## src/rtl/irq_pending_ctrl.sv

```systemverilog
// Sticky, maskable interrupt pending flags. The masked vector feeds a 4-input priority
// encoder, and one registered winner at a time is presented over a valid/ack handshake.
module irq_pending_ctrl #(
   parameter int unsigned EDGE_MODE  = 1,
   parameter int unsigned GAP_CYCLES = 1
) (
   input  logic       clk_in,
   input  logic       rst_in,
   input  logic [3:0] req_in,
   input  logic [3:0] mask_in,
   input  logic       ack_in,
   input  logic       clr_ovf_in,
   output logic [3:0] pend_masked_out,
   output logic [3:0] pending_out,
   output logic       irq_valid_out,
   output logic [1:0] irq_id_out,
   output logic       overflow_out
);

   typedef enum logic [1:0] {StIdle, StPresent, StGap} state_e;

   // Last count value of the gap; unused when GAP_CYCLES is 0 because StGap is never entered.
   localparam logic [1:0] GapLast = (GAP_CYCLES == 0) ? 2'd0 : 2'(GAP_CYCLES - 1);

   state_e     r_state;
   logic [3:0] r_req_q;
   logic [3:0] r_pending;
   logic       r_valid;
   logic [1:0] r_id;
   logic       r_ovf;
   logic [1:0] r_gap_cnt;

   logic [3:0] w_set;
   logic [3:0] w_clr;
   logic [3:0] w_masked;
   logic [3:0] w_pending_d;
   logic       w_ack;
   logic       w_ovf_hit;
   logic [1:0] w_win_id;

   always_comb begin
      w_set = (EDGE_MODE != 0) ? (req_in & ~r_req_q) : req_in;
      w_ack = ack_in & r_valid;
      w_clr = 4'b0000;
      if (w_ack) begin
         w_clr[r_id] = 1'b1;
      end
      // Set beats clear on the same bit, so a fresh request during its own ack is kept.
      w_pending_d = (r_pending & ~w_clr) | w_set;
      w_ovf_hit   = (EDGE_MODE != 0) && ((w_set & r_pending & ~w_clr) != 4'b0000);
      w_masked    = r_pending & ~mask_in;
   end

   always_comb begin
      w_win_id = 2'd0;
      if (w_masked[3]) begin
         w_win_id = 2'd3;
      end else if (w_masked[2]) begin
         w_win_id = 2'd2;
      end else if (w_masked[1]) begin
         w_win_id = 2'd1;
      end
   end

   always_ff @(posedge clk_in) begin
      // Loaded even in reset so a line already held high does not look like a new edge.
      r_req_q <= req_in;
      if (rst_in) begin
         r_pending <= 4'b0000;
         r_valid   <= 1'b0;
         r_id      <= 2'd0;
         r_ovf     <= 1'b0;
         r_gap_cnt <= 2'd0;
         r_state   <= StIdle;
      end else begin
         r_pending <= w_pending_d;
         if (w_ovf_hit) begin
            r_ovf <= 1'b1;
         end else if (clr_ovf_in) begin
            r_ovf <= 1'b0;
         end
         case (r_state)
            StIdle: begin
               if (w_masked != 4'b0000) begin
                  r_id    <= w_win_id;
                  r_valid <= 1'b1;
                  r_state <= StPresent;
               end
            end
            StPresent: begin
               if (w_ack) begin
                  r_valid   <= 1'b0;
                  r_gap_cnt <= 2'd0;
                  r_state   <= (GAP_CYCLES == 0) ? StIdle : StGap;
               end
            end
            StGap: begin
               if (r_gap_cnt == GapLast) begin
                  r_state <= StIdle;
               end else begin
                  r_gap_cnt <= r_gap_cnt + 2'd1;
               end
            end
            default: r_state <= StIdle;
         endcase
      end
   end

   assign pend_masked_out = w_masked;
   assign pending_out     = r_pending;
   assign irq_valid_out   = r_valid;
   assign irq_id_out      = r_id;
   assign overflow_out    = r_ovf;

endmodule

```

## config.mk

```make
export PLATFORM = sky130hd
export DESIGN_NAME = irq_pending_ctrl
export DESIGN_NICKNAME = d
export VERILOG_FILES = /design/src/rtl/irq_pending_ctrl.sv
export SDC_FILE = /design/constraint.sdc
export NUM_CORES = 1
export LEC_CHECK = 0
export BUFFER_PORTS_ARGS = -buffer_cell sky130_fd_sc_hd__buf_4
export CORE_MARGIN = 10
export CORE_UTILIZATION = 49
export CTS_CLUSTER_SIZE = 25
export DETAILED_ROUTE_END_ITERATION = 8
export HOLD_SLACK_MARGIN = 0.03
export PLACE_DENSITY = 0.79
export SETUP_SLACK_MARGIN = 0.5
export SLEW_MARGIN = 5
export SYNTH_ARGS = -nofsm -noshare
export SYNTH_HDL_FRONTEND = slang
export SYNTH_SLANG_ARGS = --single-unit
```

## constraint.sdc

```tcl
create_clock -name clk_in -period 1.9 [get_ports clk_in]
set_input_delay 0.285 -clock clk_in [delete_from_list [all_inputs] [get_ports clk_in]]
set_output_delay 0.285 -clock clk_in [all_outputs]
set_load 0.02 [all_outputs]
```

---- Yosys cells after proc, flatten, opt, wreduce, memory -nomap -nowiden ----
Index checks and enable logic that the tools add are counted.
cells by class
  $add $sub $neg .......................... 1
  magnitude comparators ................... 2
  equal/unequal tests ..................... 6
  mux-type cells .......................... 18
  bitwise operators ....................... 10
  reductions and logical operators ........ 12
operators by type and width
  cell                   count
  $and A4 B4 Y4          5
  $mux W2                7
  $not A4 Y4             3
  $reduce_and A3 Y1      3
  $ne A2 B2 Y1 const B   4
  $reduce_bool A4 Y1     2
  $mux W1                6
  $pmux W2 S3            1
  $reduce_bool A2 Y1     3
  $logic_not A2 Y1       2
  $mux W4                1
  $or A4 B4 Y4           1
  $pmux W2 S2            1
  $lt A2 B3 Y1 const B   1
  $add A2 B1 Y2 const B  1
  $demux W1 S2           1
  $eq A2 B1 Y1 const B   1
  $eq A2 B2 Y1 const B   1
  $ge A2 B1 Y1 const B   1
  $pmux W1 S2            1
  $reduce_and A2 Y1      1
  $and A1 B1 Y1          1
  $logic_and A1 B1 Y1    1
word-level totals
  register bits after elaboration ......... 16
  bits of input ports ..................... 12
  output and inout bits ................... 12
  word-level logic and storage cells ...... 56

---- Logic depth before layout (Yosys ltp) ----
  depth after elaboration ................. 9
  mapped depth ............................ 6
  depth with buffers taken out ............ 6

---- Least setup slack after synthesis ----
Ideal clock, no wire load.
  kind .................................... register to register
  from .................................... register r_pending[0], in the netlist pending_out[0]
  to ...................................... register r_id[0], in the netlist irq_id_out[0]
  setup time .............................. 0.133 ns
  arrival time ............................ 1.337 ns
  required time ........................... 1.767 ns
  slack ................................... 0.430 ns
  stages on the path, launching flop included .. 5
  buffers on the path ..................... 0
  clock period less this slack ............ 1.470 ns
  cell sequence ........................... dfxtp_1 -> nor2b_1 -> o41ai_4 -> nor3_1 -> a211oi_2
between the ends
  word-level cells in the longest chain between the ends .. 3
RTL lines
  what                                line  source
  from (decl)                         27    logic [3:0] r_pending;
  from (signal assigned)              76    r_pending <= w_pending_d;
  $and A4 B4 Y4                       51    w_masked = r_pending & ~mask_in;
  net pend_masked_out[0]              13    output logic [3:0] pend_masked_out,
  $reduce_bool A4 Y1                  84    if (w_masked != 4'b0000) begin
  $reduce_and A2 Y1 (no source line)  n/a
  to (signal assigned)                85    r_id <= w_win_id;
  to (decl)                           29    logic [1:0] r_id;
The timed path passes the listed nets, and every way through them passes these cells.
A chain may end at the register's enable or synchronous reset.

---- Final worst setup path ----
  from .................................... register r_pending[2], in the netlist pending_out[2]
  to ...................................... output pend_masked_out[2]
between the ends
  word-level cells in the longest chain between the ends .. 1
RTL lines
  what           line
  $and A4 B4 Y4  51
  to (decl)      13
No other way between the ends.

==> results.md <==
- Syn Area/Cell: 9.90 sq um
- Buf+Inv Stages, Crit Path: 1
- Die H: 56.8 um
- Worst-path clk slew: 0.09 ns
- Worst path arrival time: 1.02 ns
- Period utilisation layout: 68.8%
- Simple-gate portion of the synthesized area: 25.8%
- Fin util: 68.8%
- Setup crit end kind: output port
- Starting density of the core: 51.6%
- Total negative slack: 0 ns
- Final Hold Viols: 0
- Main combinational cell family by area after synthesis: simple AND/OR/NAND/NOR gates
- Layout area overhead: 33.4%
- Power share of the sequential group: 54.5%
- Cell count along the critical path: 2
- Clock buffer depth: 2
- Comb pwr share: 21.1%
- PD cells: 788 nW/um^2
- Post-layout net count: 108
- Fillers: 111
- Hold EP: r_req_q[3]
- Startpoint Class: register
- N_diodes: 0
- Crit path max-delay family: flip-flops
- Clock share of power: 24.4%
- R2r setup slk: 0.61 ns
- Clk_skew: 0.00588 ns
- Vias per cell: 5.41
- Crit-path max FO: 4
- Vias in the first global route: 613
- Worst VDD drop: 0.624 mV
- RSZ-0062 raised after global routing: no
- CTS Buf Count: 3
- Clock Sinks: 16
- Synth Area in Compound Gates: 21.1%
- Synthesized-area fraction occupied by adder cells: 1.89%
- Ys Warns: 0
- R2R Path Start: pending_out[0]
- Fin crit period: 1.31 ns
- GR Overflow Total: 0
- Sequential fraction of the synthesis area: 48.3%
- Cells along the critical path: nor2b_4, buf_4
- Post-synth cell types: 22
- Net Sw Frac: 27.5%
- Critical Path RT: 1.62 ns
- Final HPWL DP: 1.30 mm
- Die ar.: 3220 sq um
- Std cell rows: 13
- Mux contribution to synthesized area: 0%
- Pleak: 0.000378 uW
- Clk Latency, worst-skew pair: 0.28 ns
- Io pins: 24
- Hold slack: 0.109 ns
- Switching pwr: 192 uW
- H-tree depth: 1
- Final setup margin: 0.594 ns
- TritonCTS clock tree: done
- Routed WL: 1.61 mm
- Slew @ Worst Pin: 0.362 ns
- Total track usage: 10.5%
- Antenna Nets Post-Route: 0
- Max Fclk: 765 MHz
- Initial DRC Count: 8
- Slowest cell on crit path: dfxtp_1
- Slew Limit Headroom: 75.8%
- Root Buffer: clkbuf_4
- Port bufs: 23
- Int Power: 505 uW
- Xor and xnor area share after synthesis: 0%
- FF-to-FF path depth: 4
- Max Cap Viol: 0
- First-pass GRT wire length: 2.76 mm
- Routability congestion estimate: 0.754
- Cells after Synth: 67
- Initial antenna violation count: 0
- Min-Delay Path Class: in -> reg
- Crit path kind: reg -> out
- Worst hold path startpoint: req_in[3]
- Max-slew violation count: 0
- Pre-CTS WS: 0.592 ns
- Post-Syn Area: 663 sq um
- R2R Path End: irq_id_out[0]
- Via count: 584
- Largest net degree at the start of global routing: 13
- FF+latch count, synth: 16
- Hold depth: 1
- Drt first pass iters: 4
- Die width: 56.8 um
- Drt wl/cell: 14.9 um
- Final setup viols: 0
- Post-synthesis net count: 80
- Status: complete, no violations
- CP max stage delay: 0.37 ns
- DRC violations left: 0
- Count of hold-fix buffers inserted at cts: 0
- Share of layout cells above drive strength 1: 36.6%
- CORE AREA: 1280 sq um
-- worst max-delay path by stage --
| stage | slack [ns] | startpoint | end |
|---|---|---|---|
| floorplan | 0.56 | pending_out[3] | irq_id_out[0] |
| global placement | 0.65 | pending_out[3] | irq_id_out[0] |
| detailed placement | 0.59 | pending_out[3] | irq_id_out[0] |
| CTS | 0.57 | pending_out[3] | irq_id_out[0] |
| global route | 0.51 | pending_out[0] | pend_masked_out[0] |
| finish | 0.59 | pending_out[2] | pend_masked_out[2] |
-- cell usage in the layout (no fill, tap or decap) --
cell type / count
nor2b_1: 2
o21ai_0: 3
o221ai_1: 1
o41ai_4: 1
nor2b_4: 3
a211oi_2: 1
ha_1: 1
o31ai_1: 1
a211oi_1: 1
nor3_1: 1
nand4b_1: 2
o21ba_1: 1
dfxtp_1: 15
nor2_1: 5
o22ai_1: 1
nand3_1: 2
buf_4: 24
dfxtp_2: 1
nand2b_1: 4
clkbuf_4: 3
and4b_1: 2
a21oi_1: 9
nor2b_2: 1
inv_1: 4
nand2_1: 4
-- worst reg2reg max path, delay by kind of cell (launching register included) --
| family | cells | cell delay [ns] |
|---|---|---|
| compound gates | 2 | 0.61 |
| flops | 1 | 0.32 |
| simple gates | 2 | 0.28 |
-- synth_stat cells --
cell type  number  area, sq um
a211oi_1        1         7.51
a211oi_2        1         12.5
a21oi_1         9         45.0
clkbuf_1        1         3.75
o21ba_1         1         10.0
o41ai_4         1         27.5
and4b_1         2         20.0
nor2b_1         3         18.8
ha_1            1         12.5
nand3_1         2         10.0
o22ai_1         1         6.26
nor3_1          1         5.00
nand4b_1        2         17.5
nor2_1          5         18.8
dfxtp_1        16          320
nand2_1         4         15.0
inv_1           4         15.0
o221ai_1        1         8.76
o21ai_0         3         15.0
nor2b_4         3         41.3
o31ai_1         1         7.51
nand2b_1        4         25.0
-- per-stage QoR --
stage,instance area [sq um],std cells,power (uW)
global route,885,108,738
detailed placement,853,104,532
CTS,876,107,701
global placement,853,104,527
finish,885,108,697
floorplan,666,67,465
-- what timing repair did --
| action | in CTS | in global routing |
|---|---|---|
| setup endpoints to repair | 0 | 2 |
| hold endpoints to repair | 0 | 0 |
| gates resized for setup | 0 | 1 |
| buffers inserted | 0 | 1 |
-- flip-flops by register name, indices dropped and copies added, names as in the netlist --
| signal | count |
|---|---|
| pending_out | 4 |
| r_req_q | 4 |
| irq_id_out | 2 |
| r_gap_cnt | 2 |
| r_state | 2 |
| irq_valid_out | 1 |
| overflow_out | 1 |
-- power by group through the flow --
| stage | combinational (uW) | clock [uW] | sequential [uW] |
|---|---|---|---|
| 6_report | 147 | 170 | 380 |
| 5_1_grt | 161 | 194 | 384 |
| 4_1_cts | 145 | 177 | 380 |
| 3_5_place_dp | 144 | 0 | 387 |
| 3_3_place_gp | 141 | 0 | 386 |
| 2_1_floorplan | 64.3 | 0 | 400 |
-- metal layers --
layer / track usage [%] / vias to the layer above / wire length [um]
li1: - / 292 / -
met1: 10.5 / 264 / 698
met2: 17.1 / 24 / 712
met3: 7.19 / 4 / 171
met4: 3.02 / 0 / 25
met5: 0 / - / 0
-- area by class of cell --
class | count | area (sq um) | area share [%]
Sequential cell | 16 | 322 | 36.4
Timing Repair Buffer | 24 | 180 | 20.4
Tap cell | 15 | 18.8 | 2.12
Multi-Input combinational cell | 46 | 327 | 36.9
Clock buffer | 3 | 22.5 | 2.55
Inverter | 4 | 15.0 | 1.70
-- logic make-up after synthesis --
kind of cell | count (synthesis)
buf+inv | 5
compound gates | 19
simple gates | 26
flops | 16
fa+ha+maj | 1
Note: power is estimated with default switching activity, not from simulation.
